File: src/rtl/systolic_pkg.sv
// Shared types and constants for the systolic-array job sequencer: default geometry,
// derived address widths, FSM state encoding and the {WRITE,LOAD} mode-pin pairs.
package systolic_pkg;

   localparam int SA_N             = 8;
   localparam int SA_DW            = 16;
   localparam int SA_LOAD_CYCLES   = 8;
   localparam int SA_MATMUL_CYCLES = 23;
   localparam int SA_READ_LAT      = 1;

   localparam int REG_COUNT    = 2 * SA_N;
   localparam int WORD_COUNT   = 2 * SA_N * SA_N;
   localparam int RESULT_COUNT = SA_N * SA_N;

   localparam int IDX_W  = $clog2(SA_N);
   localparam int REG_W  = $clog2(REG_COUNT);
   localparam int WORD_W = $clog2(WORD_COUNT);
   localparam int RES_W  = $clog2(RESULT_COUNT);

   // {WRITE,LOAD}; MODE_MATMUL doubles as the all-quiet pin state outside a job.
   localparam logic [1:0] MODE_WRITE  = 2'b10;
   localparam logic [1:0] MODE_LOAD   = 2'b01;
   localparam logic [1:0] MODE_MATMUL = 2'b00;
   localparam logic [1:0] MODE_READ   = 2'b11;

   typedef enum logic [2:0] {
      ST_IDLE      = 3'd0,
      ST_FILL      = 3'd1,
      ST_LOAD      = 3'd2,
      ST_MATMUL    = 3'd3,
      ST_READ_ADDR = 3'd4,
      ST_READ_WAIT = 3'd5,
      ST_READ_OUT  = 3'd6,
      ST_FIN       = 3'd7
   } seq_state_t;

endpackage

File: src/rtl/seq_phase_counter.sv
// Loadable down-counter with terminal-count flag; times the LOAD, MATMUL and READ_WAIT phases.
module seq_phase_counter #(
   parameter int W = 5
) (
   input  logic         clk,
   input  logic         rst,
   input  logic         load,
   input  logic [W-1:0] load_val,
   output logic         tc
);

   logic [W-1:0] count;

   // Parks at zero so tc stays asserted until the next load.
   always_ff @(posedge clk) begin
      if (rst) begin
         count <= '0;
      end else if (load) begin
         count <= load_val;
      end else if (count != '0) begin
         count <= count - 1'b1;
      end
   end

   assign tc = (count == '0);

endmodule

File: src/rtl/systolic_seq_ctrl.sv
// Runs one full 8x8 matmul job on the systolic array: streams operands in, sequences
// LOAD and MATMUL, then reads the N*N results back out tagged with row and column.
module systolic_seq_ctrl
   import systolic_pkg::*;
#(
   parameter int N             = SA_N,
   parameter int DW            = SA_DW,
   parameter int LOAD_CYCLES   = SA_LOAD_CYCLES,
   parameter int MATMUL_CYCLES = SA_MATMUL_CYCLES,
   parameter int READ_LAT      = SA_READ_LAT
) (
   input  logic                     CLK,
   input  logic                     RST,
   input  logic                     START,
   output logic                     BUSY,
   output logic                     DONE,
   input  logic [DW-1:0]            IN_DATA,
   input  logic                     IN_VALID,
   output logic                     IN_READY,
   output logic [DW-1:0]            RES_DATA,
   output logic                     RES_VALID,
   input  logic                     RES_READY,
   output logic [$clog2(N)-1:0]     RES_ROW,
   output logic [$clog2(N)-1:0]     RES_COL,
   output logic                     SA_EN,
   output logic                     SA_WRITE,
   output logic                     SA_LOAD,
   output logic [$clog2(2*N)-1:0]   SA_REG,
   output logic [$clog2(N)-1:0]     SA_IDX,
   output logic [DW-1:0]            SA_DATA_IN,
   input  logic [DW-1:0]            SA_DATA_OUT,
   output logic [2:0]               DBG_STATE
);

   localparam int IW      = $clog2(N);
   localparam int RW      = $clog2(2 * N);
   localparam int WCW     = $clog2(2 * N * N);
   localparam int RIW     = $clog2(N * N);
   localparam int WORDS   = 2 * N * N;
   localparam int RESULTS = N * N;
   localparam int PH_MAX  = (LOAD_CYCLES > MATMUL_CYCLES)
                            ? ((LOAD_CYCLES > READ_LAT) ? LOAD_CYCLES : READ_LAT)
                            : ((MATMUL_CYCLES > READ_LAT) ? MATMUL_CYCLES : READ_LAT);
   localparam int PW      = $clog2(PH_MAX + 1);

   seq_state_t     state;
   logic [WCW-1:0] word_cnt;
   logic [RIW-1:0] res_idx;
   logic [1:0]     mode;
   logic           sa_en_r;
   logic           in_ready;
   logic           busy;
   logic           done;
   logic           res_valid;
   logic [DW-1:0]  res_data;
   logic [IW-1:0]  res_row;
   logic [IW-1:0]  res_col;

   logic           fill_xfer;
   logic           last_word;
   logic           last_res;
   logic           ph_load;
   logic [PW-1:0]  ph_val;
   logic           ph_tc;

   // Both streams transfer on a rising edge where valid and ready are both high; a
   // producer holds its word stable while valid is high and ready is low.
   assign fill_xfer = IN_VALID & in_ready;
   assign last_word = (word_cnt == WCW'(WORDS - 1));
   assign last_res  = (res_idx == RIW'(RESULTS - 1));

   always_comb begin
      ph_load = 1'b0;
      ph_val  = '0;
      case (state)
         ST_FILL: begin
            if (fill_xfer && last_word) begin
               ph_load = 1'b1;
               ph_val  = PW'(LOAD_CYCLES - 1);
            end
         end
         ST_LOAD: begin
            if (ph_tc) begin
               ph_load = 1'b1;
               ph_val  = PW'(MATMUL_CYCLES - 1);
            end
         end
         ST_READ_ADDR: begin
            ph_load = 1'b1;
            ph_val  = PW'(READ_LAT - 1);
         end
         default: ;
      endcase
   end

   seq_phase_counter #(.W(PW)) u_phase (
      .clk      (CLK),
      .rst      (RST),
      .load     (ph_load),
      .load_val (ph_val),
      .tc       (ph_tc)
   );

   always_ff @(posedge CLK) begin
      if (RST) begin
         state     <= ST_IDLE;
         word_cnt  <= '0;
         res_idx   <= '0;
         mode      <= MODE_MATMUL;
         sa_en_r   <= 1'b0;
         in_ready  <= 1'b0;
         busy      <= 1'b0;
         done      <= 1'b0;
         res_valid <= 1'b0;
         res_data  <= '0;
         res_row   <= '0;
         res_col   <= '0;
      end else begin
         done <= 1'b0;
         case (state)
            ST_IDLE: begin
               if (START) begin
                  state    <= ST_FILL;
                  word_cnt <= '0;
                  in_ready <= 1'b1;
                  mode     <= MODE_WRITE;
                  busy     <= 1'b1;
               end
            end
            ST_FILL: begin
               if (fill_xfer) begin
                  word_cnt <= word_cnt + 1'b1;
                  if (last_word) begin
                     state    <= ST_LOAD;
                     in_ready <= 1'b0;
                     sa_en_r  <= 1'b1;
                     mode     <= MODE_LOAD;
                  end
               end
            end
            ST_LOAD: begin
               if (ph_tc) begin
                  state <= ST_MATMUL;
                  mode  <= MODE_MATMUL;
               end
            end
            ST_MATMUL: begin
               if (ph_tc) begin
                  state   <= ST_READ_ADDR;
                  mode    <= MODE_READ;
                  res_idx <= '0;
               end
            end
            ST_READ_ADDR: state <= ST_READ_WAIT;
            ST_READ_WAIT: begin
               if (ph_tc) begin
                  res_data  <= SA_DATA_OUT;
                  res_row   <= res_idx[RIW-1:IW];
                  res_col   <= res_idx[IW-1:0];
                  res_valid <= 1'b1;
                  state     <= ST_READ_OUT;
               end
            end
            ST_READ_OUT: begin
               if (RES_READY) begin
                  res_valid <= 1'b0;
                  if (last_res) begin
                     state   <= ST_FIN;
                     done    <= 1'b1;
                     sa_en_r <= 1'b0;
                     mode    <= MODE_MATMUL;
                  end else begin
                     res_idx <= res_idx + 1'b1;
                     state   <= ST_READ_ADDR;
                  end
               end
            end
            ST_FIN: begin
               state <= ST_IDLE;
               busy  <= 1'b0;
            end
            default: state <= ST_IDLE;
         endcase
      end
   end

   // Array addressing follows the fill word counter, then the result index during readout.
   always_comb begin
      SA_REG = '0;
      SA_IDX = '0;
      case (state)
         ST_FILL: begin
            SA_REG = word_cnt[WCW-1:IW];
            SA_IDX = word_cnt[IW-1:0];
         end
         ST_READ_ADDR, ST_READ_WAIT, ST_READ_OUT: begin
            SA_REG = RW'(res_idx[RIW-1:IW]);
            SA_IDX = res_idx[IW-1:0];
         end
         default: ;
      endcase
   end

   assign SA_EN      = (state == ST_FILL) ? IN_VALID : sa_en_r;
   assign SA_WRITE   = mode[1];
   assign SA_LOAD    = mode[0];
   assign SA_DATA_IN = (state == ST_FILL) ? IN_DATA : '0;
   assign IN_READY   = in_ready;
   assign BUSY       = busy;
   assign DONE       = done;
   assign RES_VALID  = res_valid;
   assign RES_DATA   = res_data;
   assign RES_ROW    = res_row;
   assign RES_COL    = res_col;
   assign DBG_STATE  = state;

endmodule

File: config.mk
export PLATFORM = sky130hd
export DESIGN_NAME = systolic_seq_ctrl
export DESIGN_NICKNAME = d
export VERILOG_FILES = /design/src/rtl/systolic_pkg.sv /design/src/rtl/seq_phase_counter.sv /design/src/rtl/systolic_seq_ctrl.sv
export SDC_FILE = /design/constraint.sdc
export NUM_CORES = 1
export LEC_CHECK = 0
export BUFFER_PORTS_ARGS = -buffer_cell sky130_fd_sc_hd__buf_2
export CAP_MARGIN = 20
export CORE_UTILIZATION = 47
export CTS_CLUSTER_DIAMETER = 150
export DETAILED_ROUTE_END_ITERATION = 6
export PLACE_DENSITY = 0.76
export SYNTH_ARGS = -nofsm -noshare
export SYNTH_HDL_FRONTEND = slang
export SYNTH_HIERARCHICAL = 1
export SYNTH_SLANG_ARGS = --single-unit
export TNS_END_PERCENT = 1
File: constraint.sdc
create_clock -name CLK -period 2.8 [get_ports CLK]
set_clock_uncertainty 0.15 [all_clocks]
set_input_delay 0.56 -clock CLK [delete_from_list [all_inputs] [get_ports CLK]]
set_output_delay 0.56 -clock CLK [all_outputs]
set_load 0.03 [all_outputs]
======== Yosys cells after proc, flatten, opt, wreduce, memory -nomap -nowiden ========
Cells that the tools add are included.
operators by class
  add/subtract/negate cells ............... 3
  equal/unequal tests ..................... 18
  muxes and demuxes ....................... 50
  bitwise gates (word level) .............. 3
  reductions and logical operators ........ 22
operators with widths
  cell                                                            count
  3-bit two-way mux                                               8
  3-bit case mux with 8 select lines                              1
  6-bit two-way mux                                               3
  2-bit != test (second input constant)                           9
  16-bit two-way mux                                              1
  2-bit two-way mux                                               8
  5-bit two-way mux                                               3
  7-bit two-way mux                                               2
  7-bit case mux with 2 select lines                              1
  1-bit two-way mux                                               13
  3-bit == test (second input constant)                           4
  6-bit case mux with 2 select lines                              1
  2-bit nonzero test                                              6
  2-bit case mux with 5 select lines                              1
  5-bit case mux with 2 select lines                              1
  5-bit nonzero test                                              2
  1-bit case mux with 2 select lines                              4
  4-bit case mux with 2 select lines                              1
  4-bit AND reduction                                             2
  8-bit AND reduction                                             1
  7-bit by 1-bit adder with 7-bit output (second input constant)  1
  7-bit == test (second input constant)                           1
  7-bit AND reduction                                             1
  6-bit by 1-bit adder with 6-bit output (second input constant)  1
  15 further kinds                                                20
storage, ports and cells
  flip-flop bits (word level) ............. 50
  bits of input ports ..................... 37
  output and inout bits ................... 55
  word-level logic and storage cells ...... 109

======== Longest topological paths before layout ========
  depth in word-level cells ............... 5
  depth in mapped cells ................... 9

======== By module ========
Netlist, hierarchy kept.
by module, submodules not included
  module             instances  cells an instance  area each (µm²)
  systolic_seq_ctrl  1          290                2278.4
  seq_phase_counter  1          32                 287.8

======== Worst setup path after synthesis ========
No wires, ideal clock.
  kind .................................... register to register
  start point ............................. register state[0], in the netlist DBG_STATE[0]
  end point ............................... register u_phase.count[1]
  arrival ................................. 2352 ps
  required time ........................... 2528 ps
  setup slack ............................. 176 ps
  cell stages (with the launch flop) ...... 10
  clock period less this slack ............ 2624 ps
  cells stage by stage .................... dfxtp_1 -> nor3b_2 -> buf_2 -> and2_1 -> nand2_1 -> nor2_1 -> or2_1 -> inv_1 -> and4_2 -> a311o_1
between the ends
  longest elaborated chain between the ends .. 3
  elaborated cells on any way between the ends .. 7
RTL lines
  what                                                     line                      text
  start: declaration                                       systolic_seq_ctrl.sv:46   seq_state_t state;
  start signal: assignment                                 systolic_seq_ctrl.sv:106  state <= ST_IDLE;
  start signal: assignment                                 systolic_seq_ctrl.sv:123  state <= ST_FILL;
  start signal: assignment                                 systolic_seq_ctrl.sv:134  state <= ST_LOAD;
  3-bit == test, or another cell as far along              systolic_seq_ctrl.sv:75   case (state)
  1-bit case mux with 3 select lines (*)                   systolic_seq_ctrl.sv:75
  via ph_load                                              systolic_seq_ctrl.sv:62   logic ph_load;
  5-bit two-way mux or 2-bit nonzero test (tied branches)  --
  end signal: assignment                                   seq_phase_counter.sv:19   count <= load_val;
  end signal: assignment                                   seq_phase_counter.sv:21   count <= count - 1'b1;
  end: declaration                                         seq_phase_counter.sv:12   logic [W-1:0] count;
Mark *: on every way through the listed nets, which the timed path passes. The rest lies on a longest branch.
A chain may end at the register's enable or synchronous reset.

======== Final worst setup path ========
  start point ............................. register state[2], in the netlist DBG_STATE[2]
  end point ............................... output port SA_IDX[0]
between the ends
  longest elaborated chain between the ends .. 3
  elaborated cells on any way between the ends .. 6
RTL lines
  what                                    line                      text
  3-bit == test                           systolic_seq_ctrl.sv:191  case (state)
  3-bit OR reduction                      systolic_seq_ctrl.sv:191
  3-bit case mux with 2 select lines (*)  systolic_seq_ctrl.sv:191
  end: declaration                        systolic_seq_ctrl.sv:29   output logic [$clog2(N)-1:0] SA_IDX,
Every way passes the cells marked *; elsewhere a longest branch is shown, timed or not.

==> reports/results.txt <==
Status -> finished, final reports clean
Seq/Total Area, Yosys -> 0.3901
Fmax -> 381.0 MHz
Slew @ Worst Pin -> 739.2 ps
Sw frac -> 0.3794
CTS Hold Bufs -> 0
I/O pin cnt -> 92
Worst skew pair latency -> 310 ps
Crit path max-delay family -> compound AO/OA/AOI/OAI gates
Post-synth top area cell -> dfxtp_1
Clk root buf -> clkbuf_8
Syn_nets -> 362
Placed insts -> 470
HP Class -> reg -> reg
Post-synth top flop -> dfxtp_1
Starting Density -> 0.4961
CTS resizes -> 0
CP endpoint kind -> primary output
Routed Antenna Nets -> 0
Area growth from synthesis to layout -> 23.26%
GRT overflow -> 0
ANT cells -> 0
Crit-path max FO -> 11
Ys async rst share -> 0
DR vias/cell -> 5.258
Mapped Cells -> 322
Avg WL per Cell -> 13.27 um
Core ar. -> 5172 sq um
Worst-path clk slew -> 90 ps
Rows -> 26
Share of cells above drive strength 1 -> 0.2924
Syn Std Cell Area -> 2566 sq um
Bufs and invs on worst path -> 1
Final Cycle Share -> 0.9373
H-tree levels -> 2
Total track usage -> 0.2311
Die X -> 75.89 um
Crit Path Class -> reg -> out
#FFs+latches synth -> 50
Sequential Power Share -> 0.381
Post-synth EDFFs -> 0
RSZ-0062 raised after global routing -> false
Final setup viols -> 0
CTS max path bufs -> 2
Vias in the first global route -> 2162
Cts bufs inserted -> 5
Die Height -> 75.89 um
MaxCap Viol Count -> 0
Sequential cell area -> 1001 sq um
Synthesis Warnings -> 6
Post-layout nets -> 447
Yosys cell types -> 63
Final WL -> 6328 um
Pin count of the biggest net entering global routing -> 30
Crit-path max cell delay -> 620 ps
Area of the multi-input gates -> 1433 sq um
Initial antenna violation count -> 0
Min Hold Slack -> 306.3 ps
Synth top area share -> 0.3901
Critical path launch point type -> register
Clock network fraction of total power -> 0.232
Synth area leaders -> dfxtp_1 39%, nand2_1 10%, a21oi_1 7.6%
Avg Inst Size Synth -> 7.970 sq um
Pwr per Cell Area -> 691.3 nW/um^2
Combinational Power Share -> 0.387
Final Critical Period -> 2624 ps
Max VDD drop -> 0.0004740 V
Number of fill cells -> 456
Port bufs -> 91
Internal power -> 1357 uW
First-pass GRT wire length -> 10060 um
Worst EP required -> 2090 ps
Fin. max-slew vios -> 0
CP max-delay cell -> a21boi_0
Total power -> 2187 uW
Final hold viol count -> 0
Leading cell type in the layout, fill and taps excluded -> buf_2
Post-DP HPWL -> 4507 um
Via count -> 2508
CTS tree -> built
DRT Pass-1 Iters -> 4
Sink Count -> 50
Setup TNS -> 0 ps
Setup Fix Bufs, Post-CTS -> 0
DIE AREA -> 5759 sq um
Fin cells -> 477
Worst Path Arrival -> 1910 ps
Iteration-0 DRC Markers -> 96
Switching power total -> 829.6 uW
Crit-path cells -> a21boi_0 -> a22o_1 -> buf_2
Leak -> 0.001401 uW
Final GP Congestion -> 0.8653
Slew HR -> 0.5072
Residual DRC -> 0
Most frequent cells in the layout -> 91 x buf_2, 69 x nand2_1, 50 x dfxtp_1
cell type report:
cell class                 count  area share
multi-input combinational    244      0.4529
sequential                    50      0.3165
timing repair buffer          97      0.1582
tap                           70     0.02769
clock buffer                   5     0.02176
clock inverter                 2     0.01226
inverter                       9     0.01068
power groups by stage:
stage                     logic, uW  registers (uW)  clock network (uW)
after floorplan                 613             879                   0
after global placement          829             844                   0
after detailed placement        840             848                   0
after CTS                       847             833                 516
after global routing            911             845                 545
final                           847             833                 506
stage by stage:
step	setup slack [ps]	area (sq um)	util
floorplan	176.1	2566	-
global placement	480.7	3055	0.5907
detailed placement	320.3	3055	0.5907
CTS	187.5	3163	0.6115
global route	82.62	3163	0.6115
finish	175.6	3163	0.6115
worst paths after layout:
path | slack (ps) | to | cells past startpoint | startpoint
worst max-delay path | 180 | SA_IDX[0] | 3 | DBG_STATE[2]$_SDFFE_PP0P_
worst min-delay path | 310 | RES_ROW[2]$_SDFFE_PP0P_ | 2 | RES_ROW[2]$_SDFFE_PP0P_
worst max register to register | 300 | u_phase/count[1]$_SDFFE_PP0P_ | 9 | u_phase/count[0]$_SDFFE_PP0P_
worst min register to register | 310 | RES_ROW[2]$_SDFFE_PP0P_ | 2 | RES_ROW[2]$_SDFFE_PP0P_
worst reg2reg max path, stage by stage (launching register included):
cell     delay (ps)
dfxtp_1         330
inv_1            80
ha_1            210
nor4b_4         470
nand2_1         150
a21oi_1         140
or2_1           220
inv_1           150
and4_2          240
a311o_1         260
cells by family after synthesis:
kind of cell,count (synthesis),synth area share
and+or+nand+nor,155,0.3189
xor gates and xnor gates,4,0.01365
muxes,3,0.01268
other,1,0.001461
adders and majority gates,3,0.01463
DFF,50,0.3901
buffers and inverters,28,0.05168
AOI/OAI and AO/OA,78,0.1970
synthesized netlist by cell type (2+ instances only):
master    instances
buf_6             2
nand3b_1          2
o21ai_1           2
a22o_1            4
nor2b_1           8
and2_1           19
nand3_1           9
or2_1             3
or3_1             2
o21ai_0           6
nor3_1            6
clkbuf_1          7
a32o_1            2
dfxtp_1          50
mux2_2            2
ha_1              3
o22ai_1           2
a311oi_1          2
nor2_1           17
a21oi_1          39
a311o_1           2
a22oi_1           2
buf_2             9
xnor2_1           3
o211ai_1          2
inv_1             9
nand2b_1          4
nand2_1          69
flip-flops by register name, summed over array words and instances, names as in the netlist:
| name | cells |
|---|---|
| RES_DATA | 16 |
| DONE | 1 |
| BUSY | 1 |
| DBG_STATE | 3 |
| res_idx | 6 |
| RES_VALID | 1 |
| RES_COL | 3 |
| RES_ROW | 3 |
| mode | 2 |
| IN_READY | 1 |
| word_cnt | 7 |
| sa_en_r | 1 |
| u_phase/count | 5 |
layer usage:
| metal | vias to the layer above | part of all wire | track usage |
|---|---|---|---|
| met3 | 9 | 0.058 | 0.05159 |
| met4 | 0 | 0.015 | 0.07613 |
| met2 | 89 | 0.48 | 0.3697 |
| met1 | 1137 | 0.44 | 0.3082 |
| met5 | - | 0 | 0 |
| li1 | 1273 | - | - |
Power figures use the tool's default switching activity.
